`src/rtl/motor_ramp_scheduler_pkg.sv`:
```
// motor_ramp_scheduler_pkg: shared duty width, default channel count and sweep FSM encoding.
//   PERIOD_LENGTH : width of period / duty / step values
//   NUM_MOTORS    : default number of scheduled H-bridge channels
//   state_t       : IDLE (accepting commands), UPDATE (one channel per cycle), DONE (one-cycle gap)
package motor_ramp_scheduler_pkg;
    localparam int PERIOD_LENGTH = 16;
    localparam int NUM_MOTORS    = 4;
    typedef enum logic [1:0] {
        S_IDLE   = 2'd0,
        S_UPDATE = 2'd1,
        S_DONE   = 2'd2
    } state_t;
endpackage

```
`src/rtl/motor_ramp_step.sv`:
```
// motor_ramp_step: one ramp step for a single channel, moving duty toward its target without crossing center.
//   i_on     : channel enable; when low the result snaps to center
//   i_cur    : current duty
//   i_tgt    : target duty, already clamped to the live period
//   i_center : period >> 1 (brake point)
//   i_step   : maximum movement for this step
//   o_next   : duty after this step
module motor_ramp_step
    import motor_ramp_scheduler_pkg::*;
#(
    parameter int W = PERIOD_LENGTH
) (
    input  logic         i_on,
    input  logic [W-1:0] i_cur,
    input  logic [W-1:0] i_tgt,
    input  logic [W-1:0] i_center,
    input  logic [W-1:0] i_step,
    output logic [W-1:0] o_next
);
    logic         w_opposite;
    logic [W-1:0] w_goal;
    logic [W-1:0] w_dist;

    // A reversal is split across ticks: first head for center, only later for the far-side target.
    // All moves are bounded by w_dist, so nothing ever wraps past 0 or the goal.
    always_comb begin
        w_opposite = (i_cur > i_center && i_tgt < i_center) || (i_cur < i_center && i_tgt > i_center);
        w_goal     = w_opposite ? i_center : i_tgt;
        w_dist     = (w_goal >= i_cur) ? w_goal - i_cur : i_cur - w_goal;
        if (!i_on)
            o_next = i_center;
        else if (i_step >= w_dist)
            o_next = w_goal;
        else if (w_goal > i_cur)
            o_next = i_cur + i_step;
        else
            o_next = i_cur - i_step;
    end
endmodule

```
`src/rtl/motor_ramp_scheduler.sv`:
```
// motor_ramp_scheduler: per-tick duty ramping for several H-bridge channels with a command watchdog.
//   clk, reset_n : single clock, synchronous active-low reset
//   period, step : shared PWM period (center = period>>1) and max duty change per tick
//   cmd_*        : valid/ready command writing enable and target of one channel
//   on_out       : per-channel enable
//   duty_out     : per-channel current duty, channel i at [i*PERIOD_LENGTH +: PERIOD_LENGTH]
//   wdt_tripped  : watchdog forced every channel off; cleared by the next accepted command
module motor_ramp_scheduler #(
    parameter int NUM_MOTORS    = motor_ramp_scheduler_pkg::NUM_MOTORS,
    parameter int PERIOD_LENGTH = motor_ramp_scheduler_pkg::PERIOD_LENGTH,
    parameter int TICK_DIV      = 16000,
    parameter int WDT_TICKS     = 500
) (
    input  logic                                            clk,
    input  logic                                            reset_n,
    input  logic [PERIOD_LENGTH-1:0]                        period,
    input  logic [PERIOD_LENGTH-1:0]                        step,
    input  logic                                            cmd_valid,
    output logic                                            cmd_ready,
    input  logic [$clog2(NUM_MOTORS > 1 ? NUM_MOTORS : 2)-1:0] cmd_motor,
    input  logic                                            cmd_on,
    input  logic [PERIOD_LENGTH-1:0]                        cmd_duty,
    output logic [NUM_MOTORS-1:0]                           on_out,
    output logic [NUM_MOTORS*PERIOD_LENGTH-1:0]             duty_out,
    output logic                                            wdt_tripped
);
    import motor_ramp_scheduler_pkg::*;

    localparam int W     = PERIOD_LENGTH;
    localparam int IDX_W = $clog2(NUM_MOTORS > 1 ? NUM_MOTORS : 2);
    localparam int PW    = $clog2(TICK_DIV);
    localparam int WW    = $clog2(WDT_TICKS + 1);

    state_t           r_state;
    state_t           w_state_next;
    logic [PW-1:0]    r_presc;
    logic [WW-1:0]    r_wdt;
    logic             r_tripped;
    logic [IDX_W-1:0] r_idx;
    logic [NUM_MOTORS-1:0] r_on;
    logic [W-1:0]     r_target [NUM_MOTORS];
    logic [W-1:0]     r_duty   [NUM_MOTORS];
    logic             w_tick;
    logic             w_accept;
    logic             w_last;
    logic             w_trip;
    logic [W-1:0]     w_center;
    logic [W-1:0]     w_cmd_tgt;
    logic [W-1:0]     w_tgt;
    logic [W-1:0]     w_next;

    assign w_center  = period >> 1;
    assign w_tick    = r_presc == PW'(TICK_DIV - 1);
    assign cmd_ready = r_state == S_IDLE;
    assign w_accept  = cmd_valid && cmd_ready;
    assign w_last    = r_idx == IDX_W'(NUM_MOTORS - 1);
    assign w_cmd_tgt = (cmd_duty > period) ? period : cmd_duty;
    // Stored targets are re-clamped so a shrinking period takes effect at the next sweep.
    assign w_tgt     = (r_target[r_idx] > period) ? period : r_target[r_idx];
    // An accepted command outranks a trip landing in the same cycle.
    assign w_trip    = w_tick && !w_accept && !r_tripped && r_wdt == WW'(WDT_TICKS - 1);

    motor_ramp_step #(.W(W)) u_step (
        .i_on     (r_on[r_idx]),
        .i_cur    (r_duty[r_idx]),
        .i_tgt    (w_tgt),
        .i_center (w_center),
        .i_step   (step),
        .o_next   (w_next)
    );

    always_ff @(posedge clk) begin
        if (!reset_n)
            r_state <= S_IDLE;
        else
            r_state <= w_state_next;
    end

    always_comb begin
        w_state_next = S_IDLE;
        case (r_state)
            S_IDLE:   w_state_next = w_tick ? S_UPDATE : S_IDLE;
            S_UPDATE: w_state_next = w_last ? S_DONE : S_UPDATE;
            default:  w_state_next = S_IDLE;
        endcase
    end

    always_ff @(posedge clk) begin
        if (!reset_n) begin
            r_presc   <= '0;
            r_wdt     <= '0;
            r_tripped <= 1'b0;
            r_on      <= '0;
            r_idx     <= '0;
            for (int i = 0; i < NUM_MOTORS; i++) begin
                r_target[i] <= w_center;
                r_duty[i]   <= w_center;
            end
        end else begin
            r_presc <= w_tick ? '0 : r_presc + 1'b1;
            r_idx   <= (r_state == S_UPDATE && !w_last) ? r_idx + 1'b1 : '0;
            if (r_state == S_UPDATE)
                r_duty[r_idx] <= w_next;
            if (w_accept) begin
                r_wdt               <= '0;
                r_tripped           <= 1'b0;
                r_on[cmd_motor]     <= cmd_on;
                r_target[cmd_motor] <= w_cmd_tgt;
            end else if (w_trip) begin
                r_wdt     <= '0;
                r_tripped <= 1'b1;
                r_on      <= '0;
                for (int i = 0; i < NUM_MOTORS; i++) begin
                    r_target[i] <= w_center;
                    r_duty[i]   <= w_center;
                end
            end else if (w_tick && !r_tripped) begin
                r_wdt <= r_wdt + 1'b1;
            end
        end
    end

    for (genvar i = 0; i < NUM_MOTORS; i++) begin : g_duty
        assign duty_out[i*W +: W] = r_duty[i];
    end

    assign on_out      = r_on;
    assign wdt_tripped = r_tripped;
endmodule

```
`config.mk`:
```
export PLATFORM = sky130hd
export DESIGN_NAME = motor_ramp_scheduler
export DESIGN_NICKNAME = d
export VERILOG_FILES = /design/src/rtl/motor_ramp_scheduler_pkg.sv /design/src/rtl/motor_ramp_step.sv /design/src/rtl/motor_ramp_scheduler.sv
export SDC_FILE = /design/constraint.sdc
export NUM_CORES = 1
export LEC_CHECK = 0
export ABC_AREA = 0
export CAP_MARGIN = 5
export CORE_MARGIN = 2
export CORE_UTILIZATION = 35
export CTS_BUF_LIST = sky130_fd_sc_hd__clkbuf_16
export DETAILED_ROUTE_END_ITERATION = 10
export GPL_ROUTABILITY_DRIVEN = 0
export SKIP_LAST_GASP = 1
export SLEW_MARGIN = 30
export SYNTH_ARGS = -nofsm -noshare
export SYNTH_HDL_FRONTEND = slang
export SYNTH_SLANG_ARGS = --single-unit
```
`constraint.sdc`:
```
create_clock -name clk -period 16.4 [get_ports clk]
set_clock_uncertainty 0.2 [all_clocks]
set_input_delay 4.1 -clock clk [delete_from_list [all_inputs] [get_ports clk]]
set_output_delay 4.1 -clock clk [all_outputs]
set_load 0.02 [all_outputs]
```
==> flow_metrics.py <==
metrics = {
    "logic_synthesis": {
        "ys_warn_count": 0,
        "async_flop_share_pct": 0,
        "ys_seq_area_share_pct": 35.6,
        "synth_fa_ha_area_share_pct": 13.5,
        "synthCells": 1304,
        "synth_compound_area_share_pct": 18.6,
        "synth-main-ff-cell": "edfxtp_1",
        "synth_top_family_by_area": "compound AO/OA/AOI/OAI gates",
        "synth_edf_count": 128,
        "syn-num-nets": 1492,
        "yosysUniqueCellTypes": 73,
        "synth_seq_cells": 160,
        "syn_avg_cell_area_um2": 9.67,
        "synthMuxAreaShare_pct": 9.88,
        "synthesis.area_um2": 12600,
        "synth_xor_area_share_pct": 3.89,
        "yosys.area_share.simple_pct": 13.9,
    },
    "worst_setup_path": {
        "crit_type": "input pin to flop",
        "cp_slowest_stage_delay_ps": 880,
        "rr_endpoint": "r_duty[1][13]",
        "ff2ff_setup_slack_ps": 4560,
        "cp_max_fo": 40,
        "rr_worst_depth": 33,
        "reg2reg_from": "r_idx[0]",
        "cpMaxStageDelayCell": "clkdlybuf4s50_1",
        "worst_ep_arrival_time_ps": 15160,
        "crit_path_start_kind": "input pin",
        "timing.critical_path.mode_cell": "ha_1",
        "crit_path_end_kind": "flop",
        "required_ps": 16510,
    },
    "clocking": {
        "post_cts_buffers": 0,
        "cts.sinks": 160,
        "cts_tree": "done",
        "ctsHoldBuffers": 0,
        "clk_path_buf_depth": 2,
        "cts_resized": 0,
        "htreeDepth": 4,
        "path_clk_slew_ps": 60,
        "cts_buffers": 17,
        "root_buffer": "clkbuf_16",
        "clock_latency_ps": 440,
    },
    "die": {
        "dieArea_um2": 37600,
        "fp.coreArea_um2": 35600,
        "io_pins": 124,
        "dieWidth_um": 194,
        "rows": 69,
        "initial_core_util_pct": 35.5,
        "die_h_um": 194,
    },
    "detailed_routing": {
        "vias": 10800,
        "drc": 0,
        "routed_wirelength_mm": 41.3,
        "dr.first_iter.drc_count": 1074,
        "wl_per_cell_um": 22.0,
        "first_pass_iters": 5,
        "postRouteAntennaNets": 0,
        "viasPerCell": 5.73,
    },
    "worst_hold_path": {
        "hold_depth": 1,
        "worstHoldStart": "r_state[1]",
        "min_to": "r_state[0]",
        "min_path_type": "flop to flop",
    },
    "final_layout": {
        "diodes": 0,
        "drive_gt1_share_pct": 9.30,
        "nets": 1594,
        "syn_to_final_growth_pct": 18.6,
        "final_cells": 1880,
    },
    "global_routing": {
        "antenna_found_initial": 1,
        "grt_max_degree": 41,
        "grtUsageTotal_pct": 21.8,
        "grt-ovfl-total": 0,
        "grt_pass1_wl_mm": 62.8,
        "grt_pass1_vias": 10600,
    },
    "flow_run": {
        "cap_violations": 0,
    },
    "sta": {
        "worst_pin_slew_ps": 912,
        "drv_slew": 0,
        "fmax_ghz": 0.0664,
        "fin_crit_ps": 15060,
        "period_share_pct": 91.8,
        "grt_setup_unrepaired": "no",
        "timing.final.ws_setup_ps": 1340,
        "slew_headroom_pct": 39.0,
        "fin_setup_tns_ps": 0,
        "hold_viol": 0,
        "setup_viol": 0,
    },
    "power": {
        "peakVddDrop_mv": 0.0707,
        "total_power_uw": 1670,
        "cellPowerDensity_nw_per_um2": 112,
        "p_leak_uw": 0.00580,
    },
    "status": {
        "status": "finished, final reports clean",
    },
    "placement": {
        "port_buffers": 123,
        "place_ws_ps": 1120,
        "place_inst": 1848,
        "dp_hpwl_mm": 31.0,
    },
}
## Yosys cell counts, drive strengths merged (19+ instances only)
cell / instances / area share [%]
a21o: 27 / 1.6
a21oi: 158 / 6.3
a31oi: 19 / 1.6
buf: 20 / 1.2
clkbuf: 48 / 1.5
dfxtp: 32 / 5.1
edfxtp: 128 / 30
ha: 131 / 13
inv: 69 / 2.1
mux2i: 36 / 2.9
mux4: 33 / 6.0
nand2: 95 / 2.9
nand4: 21 / 1.0
nor2: 148 / 4.4
o21ai: 59 / 2.3
xnor2: 27 / 1.9
xor2: 29 / 2.0
## layer usage
layer  vias up  wire (um)  share of wire [%]  track usage (%)
met1      5121      17700                 43             28.6
met4         2       1510                3.6             8.47
met5         -          8              0.019                0
met2       496      18500                 45             34.4
li1       5054          -                  -                -
met3        92       3620                8.8             5.55
## registers in the layout (all words and copies together) (netlist names)
| register | cells |
|---|---|
| on_out | 4 |
| r_state | 2 |
| r_duty | 64 |
| r_idx | 2 |
| r_target | 64 |
| r_presc | 14 |
| r_wdt | 9 |
| wdt_tripped | 1 |
## cell usage in the layout, fill, tap and decap left out, types with 31 or more instances in the layout
cell type	Yosys	routed
a21oi_1	158	158
inv_1	69	70
clkdlybuf4s50_1	0	123
nor2_1	148	145
nand2_1	94	94
edfxtp_1	128	128
mux2i_1	36	36
ha_1	131	131
o21ai_0	59	56
mux4_2	31	31
## where the power goes
part / switching [uW] / leakage (uW) / internal (uW) / total, uW
Combinational: 490 / 0.00398 / 288 / 778
Sequential: 11.5 / 0.00152 / 465 / 476
Clock: 176 / 0.000296 / 242 / 418
Total: 678 / 0.00580 / 994 / 1670
## through the flow
stage                     util (%)  cell area (um^2)  hold slack (ps)
after floorplan                  -             12600              224
after global placement        40.3             14300              239
after detailed placement      40.3             14300              251
after CTS                     42.0             15000              259
after global routing          42.0             15000              278
final                         42.0             15000              258
## area by class of cell
cell class / instances / area (um^2)
inverter: 69 / 259
clock inverter: 15 / 184
multi-input combinational: 1007 / 7580
fill: 3439 / 20600
timing repair buffer: 151 / 1440
tap: 461 / 577
sequential: 160 / 4490
clock buffer: 17 / 425
## worst max-delay path: cells and delay by family
| kind | cells | cell delay [ps] |
|---|---|---|
| XOR/XNOR | 1 | 140 |
| buffers and inverters | 5 | 1600 |
| AO/OA/AOI/OAI | 11 | 3740 |
| multiplexers | 3 | 1230 |
| adder cells (fa/ha/maj) | 4 | 1340 |
| AND/OR/NAND/NOR | 10 | 2970 |
## worst max path at each step
stage | startpoint | to | slack (ps) | depth (start not counted)
detailed placement | period[1] | r_duty[0][13] | 1120 | 34
global placement | period[1] | r_duty[2][13] | 1220 | 36
CTS | period[1] | r_duty[0][13] | 1510 | 34
floorplan | period[7] | r_duty[0][15] | 3030 | 39
finish | period[1] | r_duty[1][13] | 1340 | 34
global route | period[1] | r_duty[2][13] | 510 | 35
## kinds of logic (layout without fill, tap and decap cells)
| group | count (synthesis) | after routing |
|---|---|---|
| AO/OA/AOI/OAI | 361 | 361 |
| XOR/XNOR | 56 | 56 |
| adder cells (fa/ha/maj) | 134 | 134 |
| buffers and inverters | 137 | 252 |
| flip-flops | 160 | 160 |
| multiplexers | 81 | 81 |
| AND/OR/NAND/NOR | 375 | 375 |
Note: power is estimated with default switching activity, not from simulation.
